[config.mk]
export PLATFORM = sky130hd
export DESIGN_NAME = fp8_iter_divider_flat
export DESIGN_NICKNAME = d
export VERILOG_FILES = /design/src/rtl/fp8_pkg.sv /design/src/rtl/fp8_iter_divider_if.sv /design/src/rtl/fp8_div_step.sv /design/src/rtl/fp8_iter_divider.sv /design/src/flat_wrapper.sv
export SDC_FILE = /design/constraint.sdc
export NUM_CORES = 1
export LEC_CHECK = 0
export ABC_AREA = 1
export BUFFER_PORTS_ARGS = -buffer_cell sky130_fd_sc_hd__buf_2
export CORE_ASPECT_RATIO = 1.75
export CORE_MARGIN = 4
export CORE_UTILIZATION = 55
export DETAILED_ROUTE_END_ITERATION = 6
export GPL_TIMING_DRIVEN = 0
export PLACE_DENSITY_LB_ADDON = 0.05
export SYNTH_ARGS = -nofsm -noshare
export SYNTH_HDL_FRONTEND = slang
export SYNTH_SLANG_ARGS = --single-unit
[constraint.sdc]
create_clock -name clk -period 3.6 [get_ports clk]
set_input_delay 0.72 -clock clk [delete_from_list [all_inputs] [get_ports clk]]
set_output_delay 0.72 -clock clk [all_outputs]
set_load 0.01 [all_outputs]
[src/rtl/fp8_pkg.sv]
// Shared fp8 format constants and divider FSM state encoding.
// Format: sign | exponent (bias 3) | mantissa with hidden leading one.
package fp8_pkg;

   localparam int unsigned EXP_W = 3;
   localparam int unsigned MAN_W = 4;
   localparam int unsigned BIAS  = 3;
   localparam int unsigned FP8_W = 1 + EXP_W + MAN_W;

   localparam int unsigned SIGN_BIT = FP8_W - 1;
   localparam int unsigned EXP_HI   = FP8_W - 2;
   localparam int unsigned EXP_LO   = MAN_W;

   localparam logic [FP8_W-2:0] MAX_MAG = 7'h7F;
   localparam logic [FP8_W-2:0] MIN_MAG = 7'h00;

   typedef enum logic [1:0] {
      IDLE  = 2'd0,
      ALIGN = 2'd1,
      DIV   = 2'd2,
      PACK  = 2'd3
   } state_e;

   // Significand with the hidden one restored.
   function automatic logic [MAN_W:0] fp8_mant(input logic [FP8_W-1:0] x);
      return {1'b1, x[MAN_W-1:0]};
   endfunction

endpackage

[src/rtl/fp8_iter_divider_if.sv]
// Start/busy/done handshake and operand/result bus of the fp8 divider.
interface fp8_iter_divider_if;
   import fp8_pkg::*;

   logic             start;
   logic [FP8_W-1:0] a;
   logic [FP8_W-1:0] b;
   logic [FP8_W-1:0] out;
   logic             busy;
   logic             done;
   logic             ovf;
   logic             unf;

   modport master (
      output start, a, b,
      input  out, busy, done, ovf, unf
   );

   modport slave (
      input  start, a, b,
      output out, busy, done, ovf, unf
   );

endinterface

[src/rtl/fp8_div_step.sv]
// One restoring-division iteration: compare, conditional subtract, shift left.
// Purely combinational so it can be chained for an unrolled divider.
module fp8_div_step
   import fp8_pkg::*;
(
   input  logic [MAN_W+1:0] rem_i,
   input  logic [MAN_W:0]   mb_i,
   output logic [MAN_W+1:0] rem_next_c_o,
   output logic             qbit_c_o
);

   localparam int unsigned REM_W  = MAN_W + 2;
   localparam int unsigned DIFF_W = MAN_W + 1;

   logic [DIFF_W-1:0] diff;

   // The remainder stays below 2*mb, so the difference always fits in mb's width.
   assign qbit_c_o     = (rem_i >= {1'b0, mb_i});
   assign diff         = DIFF_W'(rem_i - {1'b0, mb_i});
   assign rem_next_c_o = qbit_c_o ? {diff, 1'b0} : {rem_i[REM_W-2:0], 1'b0};

endmodule

[src/rtl/fp8_iter_divider.sv]
// Sequential fp8 divider: one quotient bit per clock, truncating, with
// exponent saturation and sticky overflow/underflow flags.
module fp8_iter_divider
   import fp8_pkg::*;
(
   input  logic                 clk,
   input  logic                 rst,
   fp8_iter_divider_if.slave    div_if
);

   localparam int unsigned REM_W = MAN_W + 2;
   localparam int unsigned E_W   = 6;
   localparam int unsigned CNT_W = 3;
   localparam logic signed [E_W-1:0] E_MAX = E_W'((1 << EXP_W) - 1);

   state_e                  state_q, state_d;
   logic                    sign_q, sign_d;
   logic [EXP_W-1:0]        exp_a_q, exp_a_d;
   logic [EXP_W-1:0]        exp_b_q, exp_b_d;
   logic [MAN_W:0]          ma_q, ma_d;
   logic [MAN_W:0]          mb_q, mb_d;
   logic signed [E_W-1:0]   e_q, e_d;
   logic [REM_W-1:0]        rem_q, rem_d;
   logic [MAN_W-1:0]        q_q, q_d;
   logic [CNT_W-1:0]        cnt_q, cnt_d;
   logic [FP8_W-1:0]        out_q, out_d;
   logic                    busy_q, busy_d;
   logic                    done_q, done_d;
   logic                    ovf_q, ovf_d;
   logic                    unf_q, unf_d;

   logic signed [E_W-1:0]   e_base;
   logic [REM_W-1:0]        step_rem;
   logic                    step_qbit;

   assign e_base = E_W'(exp_a_q) - E_W'(exp_b_q) + E_W'(BIAS);

   fp8_div_step u_step (
      .rem_i        (rem_q),
      .mb_i         (mb_q),
      .rem_next_c_o (step_rem),
      .qbit_c_o     (step_qbit)
   );

   // Next-state and datapath control.
   always_comb begin
      state_d = state_q;
      sign_d  = sign_q;
      exp_a_d = exp_a_q;
      exp_b_d = exp_b_q;
      ma_d    = ma_q;
      mb_d    = mb_q;
      e_d     = e_q;
      rem_d   = rem_q;
      q_d     = q_q;
      cnt_d   = cnt_q;
      out_d   = out_q;
      busy_d  = busy_q;
      done_d  = 1'b0;
      ovf_d   = ovf_q;
      unf_d   = unf_q;

      case (state_q)
         IDLE: begin
            if (div_if.start) begin
               sign_d  = div_if.a[SIGN_BIT] ^ div_if.b[SIGN_BIT];
               exp_a_d = div_if.a[EXP_HI:EXP_LO];
               exp_b_d = div_if.b[EXP_HI:EXP_LO];
               ma_d    = fp8_mant(div_if.a);
               mb_d    = fp8_mant(div_if.b);
               busy_d  = 1'b1;
               state_d = ALIGN;
            end
         end

         ALIGN: begin
            // Pre-shift a smaller dividend so the leading quotient bit is always 1.
            if (ma_q < mb_q) begin
               rem_d = {ma_q, 1'b0};
               e_d   = e_base - E_W'(1);
            end else begin
               rem_d = {1'b0, ma_q};
               e_d   = e_base;
            end
            q_d     = '0;
            cnt_d   = '0;
            state_d = DIV;
         end

         DIV: begin
            rem_d = step_rem;
            q_d   = {q_q[MAN_W-2:0], step_qbit};
            cnt_d = cnt_q + CNT_W'(1);
            if (cnt_q == CNT_W'(MAN_W)) begin
               state_d = PACK;
            end
         end

         PACK: begin
            if (e_q > E_MAX) begin
               out_d = {sign_q, MAX_MAG};
               ovf_d = 1'b1;
               unf_d = 1'b0;
            end else if (e_q[E_W-1]) begin
               out_d = {sign_q, MIN_MAG};
               ovf_d = 1'b0;
               unf_d = 1'b1;
            end else begin
               out_d = {sign_q, e_q[EXP_W-1:0], q_q};
               ovf_d = 1'b0;
               unf_d = 1'b0;
            end
            done_d  = 1'b1;
            busy_d  = 1'b0;
            state_d = IDLE;
         end

         default: state_d = IDLE;
      endcase
   end

   // State and output registers.
   always_ff @(posedge clk or posedge rst) begin
      if (rst) begin
         state_q <= IDLE;
         sign_q  <= 1'b0;
         exp_a_q <= '0;
         exp_b_q <= '0;
         ma_q    <= '0;
         mb_q    <= '0;
         e_q     <= '0;
         rem_q   <= '0;
         q_q     <= '0;
         cnt_q   <= '0;
         out_q   <= '0;
         busy_q  <= 1'b0;
         done_q  <= 1'b0;
         ovf_q   <= 1'b0;
         unf_q   <= 1'b0;
      end else begin
         state_q <= state_d;
         sign_q  <= sign_d;
         exp_a_q <= exp_a_d;
         exp_b_q <= exp_b_d;
         ma_q    <= ma_d;
         mb_q    <= mb_d;
         e_q     <= e_d;
         rem_q   <= rem_d;
         q_q     <= q_d;
         cnt_q   <= cnt_d;
         out_q   <= out_d;
         busy_q  <= busy_d;
         done_q  <= done_d;
         ovf_q   <= ovf_d;
         unf_q   <= unf_d;
      end
   end

   assign div_if.out  = out_q;
   assign div_if.busy = busy_q;
   assign div_if.done = done_q;
   assign div_if.ovf  = ovf_q;
   assign div_if.unf  = unf_q;

endmodule

[src/flat_wrapper.sv]
// flat-port wrapper written by rule: the top's interface ports become plain ports
module fp8_iter_divider_flat import fp8_pkg::*;
  (clk, rst, div_if_start, div_if_a, div_if_b, div_if_out, div_if_busy, div_if_done, div_if_ovf, div_if_unf);
  fp8_iter_divider_if div_if_i ();
  input  logic clk;
  input  logic rst;
  input wire logic [$bits(div_if_i.start)-1:0] div_if_start;
  input wire logic [$bits(div_if_i.a)-1:0] div_if_a;
  input wire logic [$bits(div_if_i.b)-1:0] div_if_b;
  output wire logic [$bits(div_if_i.out)-1:0] div_if_out;
  output wire logic [$bits(div_if_i.busy)-1:0] div_if_busy;
  output wire logic [$bits(div_if_i.done)-1:0] div_if_done;
  output wire logic [$bits(div_if_i.ovf)-1:0] div_if_ovf;
  output wire logic [$bits(div_if_i.unf)-1:0] div_if_unf;
  assign div_if_i.start = div_if_start;
  assign div_if_i.a = div_if_a;
  assign div_if_i.b = div_if_b;
  assign div_if_out = div_if_i.out;
  assign div_if_busy = div_if_i.busy;
  assign div_if_done = div_if_i.done;
  assign div_if_ovf = div_if_i.ovf;
  assign div_if_unf = div_if_i.unf;
  fp8_iter_divider u_core (.clk(clk), .rst(rst), .div_if(div_if_i));
endmodule
# After elaboration in Yosys (flattened, before gate mapping)
# Index checks and enable logic that the tools add are counted.
# totals
output_inout_bits,12
input_bits,19
register_bits,50
# classes
eq_ne,6
magnitude_cmp,3
bitwise_logic,1
n_mux,17
n_reduce_logical,6
addsub,5
# ops
operator,n
6-bit two-way mux,3
7-bit two-way mux,2
6-bit case mux with 2 select lines,1
2-bit case mux with 4 select lines,1
4-bit case mux with 2 select lines,1
"6-bit by 2-bit adder with 6-bit output, second input constant",1
6-bit by 5-bit >= comparator with 1-bit output,1
"6-bit by 4-bit greater-than comparator with 1-bit output, second input constant",1
3-bit case mux with 2 select lines,1
2-bit AND reduction,3
"6-bit by 2-bit subtractor with 6-bit output, second input constant",1
5-bit < comparator,1
1-bit two-way mux,5
5-bit subtractor,1
"2-bit == test, second input constant",2
2-bit two-way mux,2
2-bit nonzero test,2
3-bit by 3-bit subtractor with 4-bit output,1
"3-bit by 1-bit adder with 3-bit output, second input constant",1
"3-bit == test, second input constant",1
"2-bit by 1-bit == test with 1-bit output, second input constant",1
2-bit logical NOT,1
"2-bit by 1-bit inequality test with 1-bit output, second input constant",1
"2-bit inequality test, second input constant",1
other kinds (2),2

# Depth between registers and ports, before layout
# depth
depth_word,4
depth_mapped,14
ltp_nobuf,14

# By module
# A second synthesis with hierarchy kept.
# hier_totals
cells_unflattened,346
area_unflattened_um2,2781.4
# modules_own_cells
module,area_per_inst_um2,seq_area_each_um2,cells_per_inst,instances
fp8_iter_divider,2456.1,1226.2,292,1
fp8_div_step,325.3,0.0,54,1

# Least setup slack after synthesis
# OpenSTA, ideal clock, no wires.
# synth_path
path_kind,register -> register
from,reg u_core.exp_a_q[0]
to,reg u_core.e_q[3]
stages_incl_launch_ff,14
n_path_buf,0
t_arrival_ns,1.937
path_slack_ns,1.545
synth_period_minus_slack_ns,2.055
cell_sequence,dfrtp_1 -> inv_1 -> ha_1 -> inv_1 -> fa_1 -> inv_1 -> ha_1 -> inv_1 -> nor2_1 -> nand3_1 -> nor2_2 -> nand3_1 -> nand3_1 -> nand2_1
# synth_between
elab_chain_cells,4
# synth_lines
element,line,source
"start, declared",fp8_iter_divider.sv:18,"logic [EXP_W-1:0] exp_a_q, exp_a_d;"
"start signal, assigned",fp8_iter_divider.sv:143,exp_a_q <= exp_a_d;
3-bit by 3-bit subtractor with 4-bit output *,fp8_iter_divider.sv:36,assign e_base = E_W'(exp_a_q) - E_W'(exp_b_q) + E_W'(BIAS);
6-bit by 2-bit adder with 6-bit output *,fp8_iter_divider.sv:36,
6-bit by 2-bit subtractor with 6-bit output,fp8_iter_divider.sv:80,e_d = e_base - E_W'(1);
6-bit two-way mux *,fp8_iter_divider.sv:78,if (ma_q < mb_q) begin
"end signal, assigned",fp8_iter_divider.sv:131,e_q <= '0;
"end signal, assigned",fp8_iter_divider.sv:147,e_q <= e_d;
"end, declared",fp8_iter_divider.sv:22,"logic signed [E_W-1:0] e_q, e_d;"
# Mark *: on every way between the ends. The rest lies on a longest branch, timed or not.
# A chain may end at the register's enable or synchronous reset.

# Final worst setup path
# Ends and elaborated chain as after synthesis.

==> impl_metrics.ini <==
[hold_path]
hold_path_class = in -> async

[finish]
seq_area_sq_um = 1230
areaGrowthSynthToFinish_pct = 13.0
drive_gt1_share_pct = 16.7
nFillCells = 413
nets = 417
multi_input_area_sq_um = 1250
antenna_cells = 0
fin_util_pct = 65.1
fin_area_sq_um = 3090

[synthesis]
synth_ff_type = dfrtp_1
ys_top_cells_by_count = nand2_1 (109), inv_1 (52), dfrtp_1 (49)
synth_top_cell_area_share_pct = 44.8
syn_inst = 339
synthesis.area_sq_um = 2740
synth_edf_count = 0
syn_avg_cell_area_sq_um = 8.07
synth.most_common_cell = nand2_1
yosysUniqueCellTypes = 31
yosys.area.top_type = dfrtp_1
synth_area_leaders = dfrtp_1 (45%), nand2_1 (15%), ha_1 (8.7%)
syn-num-nets = 379
ys_seq_area_share_pct = 44.8
ys_ff_latch = 49
synth-async-reset-ratio_pct = 100
yosysWarnings = 0

[clocking]
post_cts_buffers = 0
clkTransAtPathRegs_ns = 0.08
cts_made_buffers = 5
h-tree-depth = 2
root_buffer = clkbuf_8
cts_buffer_depth = 2
cts_sinks = 49
cts_tree = built
clock_latency_ns = 0.30
cts_resized = 0
cts_hold_buffers = 0

[floorplanning]
coreArea_sq_um = 4750
rows = 33
dieWidth_microns = 61.3
dieHeight_microns = 101
die-area_sq_um = 6210
initial_core_util_pct = 57.6
ios = 31

[worst_setup_path]
critical_path_arrival_ns = 2.43
crit_fanout = 3
slowest_stage = fa_1
path_delay_family = adder cells
endpoint_kind = flip-flop
path_cells = inv_1, ha_1, inv_1, fa_1, inv_1, ha_1, inv_1, nor2_1, nand3_1, nor2_2, nand3_1, nand3_1, nand2_1
worstSetupPathType = reg -> reg
path_buf_inv = 4
cp.required_ns = 3.79
cpPeakStageDelay_ns = 0.53
cp_common_cell = inv_1
startpoint_type = flip-flop

[drt]
vias = 2214
drc = 0
wl_per_cell_microns = 12.0
vias_per_cell = 5.15
dr.pass1.iters = 4
drt_iter0_drc = 44
routed_wl_microns = 5160
postRouteAntennaNets = 0

[global_route]
met2_usage_pct = 35.3
grtUsageMet1_pct = 20.9
antenna_found_initial = 0
gr-usage-all-layers_pct = 19.1
grt_overflow = 0
grt_start_max_net_pins = 31
grtUsageMet3_pct = 3.83
grt_pass1_wl_microns = 9050
grt_pass1_vias = 2160
grt_busiest_layer = met2

[run_status]
status = finished clean

[sta]
fin_crit_sh_pct = 62.1
slew-limit-headroom_pct = 71.2
period_minus_slack_ns = 2.24
fin_skew_ns = 0.00475
tightest_slew_ns = 0.432
report.final.slew_viol_count = 0
fmax_ghz = 0.447
hold_viol_final = 0
rsz0062_at_grt = false
setup_tns_ns = 0
setup_viol = 0

[placement]
gp_congestion = 0.819
placed_area_sq_um = 2970
dp_hpwl_microns = 4130
port_buffers = 30

[flow_run]
drv_cap = 0
[metrics by stage]
step,std cells,worst slack [ns],hold slack [ns]
after detailed placement,422,1.36,0.458
after floorplan,339,1.54,0.449
after global routing,430,1.12,0.427
after CTS,430,1.34,0.421
final,430,1.36,0.412
after global placement,421,1.07,0.449
[layout by cell type (no fill, tap or decap), types with 2 or more instances in the layout]
cell type	n
a21oi_1	4
nor2_4	2
dfrtp_1	49
o211ai_1	6
clkbuf_8	6
nand3_2	2
nand4_1	5
nand2_1	109
nor2_1	7
nor2_2	3
o21ai_0	21
nand2_2	3
o22ai_1	4
nand3_1	27
ha_1	19
inv_1	51
o21ai_1	2
buf_2	32
fa_1	2
clkbuf_1	2
inv_2	7
a22oi_1	2
[sequential cells by signal, indices dropped and copies added (netlist names)]
register and count:
u_core.exp_b_q 3, u_core.exp_a_q 3, u_core.div_if.unf 1, u_core.div_if.busy 1
u_core.rem_q 6, u_core.div_if.out 8, u_core.state_q 2, u_core.div_if.ovf 1
u_core.sign_q 1, u_core.mb_q 5, u_core.div_if.done 1, u_core.q_q 4
u_core.cnt_q 3, u_core.ma_q 4, u_core.e_q 6
[path summary, 6_finish.rpt]
check / startpoint / to / slack [ns] / cells after the start
worst max-delay path: u_core.exp_a_q[0] / u_core.e_q[3] / 1.36 / 13
worst min-delay path: rst / u_core.e_q[3] / 0.41 / 2
worst max register to register: u_core.exp_a_q[0] / u_core.e_q[3] / 1.36 / 13
worst min register to register: u_core.div_if.out[7] / u_core.div_if.out[7] / 0.48 / 2
max in group asynchronous: rst / u_core.rem_q[3] / 2.69 / 3
min in group clk: u_core.div_if.out[7] / u_core.div_if.out[7] / 0.48 / 2
[metal layers]
layer / vias up / routed length (microns)
met5: - / 0
met4: 0 / 92
met3: 8 / 191
met2: 36 / 2770
met1: 1023 / 2100
li1: 1147 / -
[worst register-to-register path, cell delays in order, from the launching register on]
cell and delay, ns:
dfrtp_1 0.36, inv_1 0.07, ha_1 0.16, inv_1 0.06, fa_1 0.53, inv_1 0.06
ha_1 0.29, inv_1 0.05, nor2_1 0.12, nand3_1 0.12, nor2_2 0.11, nand3_1 0.07
nand3_1 0.07, nand2_1 0.05
[cells by family (layout without fill, tap and decap cells)]
logic type               after synthesis  count (layout)  share of synthesized area (%)
buffers and inverters                 64             103                           9.29
flip-flops                            49              49                           44.8
AND/OR/NAND/NOR                      161             161                           26.2
AO/OA/AOI/OAI                         42              42                           8.87
adder cells (fa/ha/maj)               21              21                           10.2
XOR/XNOR                               2               2                          0.641
[cell type report]
class,instances,area share [%]
multi-input combinational,226,40.6
sequential,49,39.7
inverter,58,7.04
timing repair buffer,31,5.51
clock buffer,6,2.67
tap,52,2.11
clock inverter,2,1.21
buffer,6,1.17
Power is left out: the tool's default activity adds up to more than one toggle a clock period on the data nets, which glitch-free logic cannot reach.
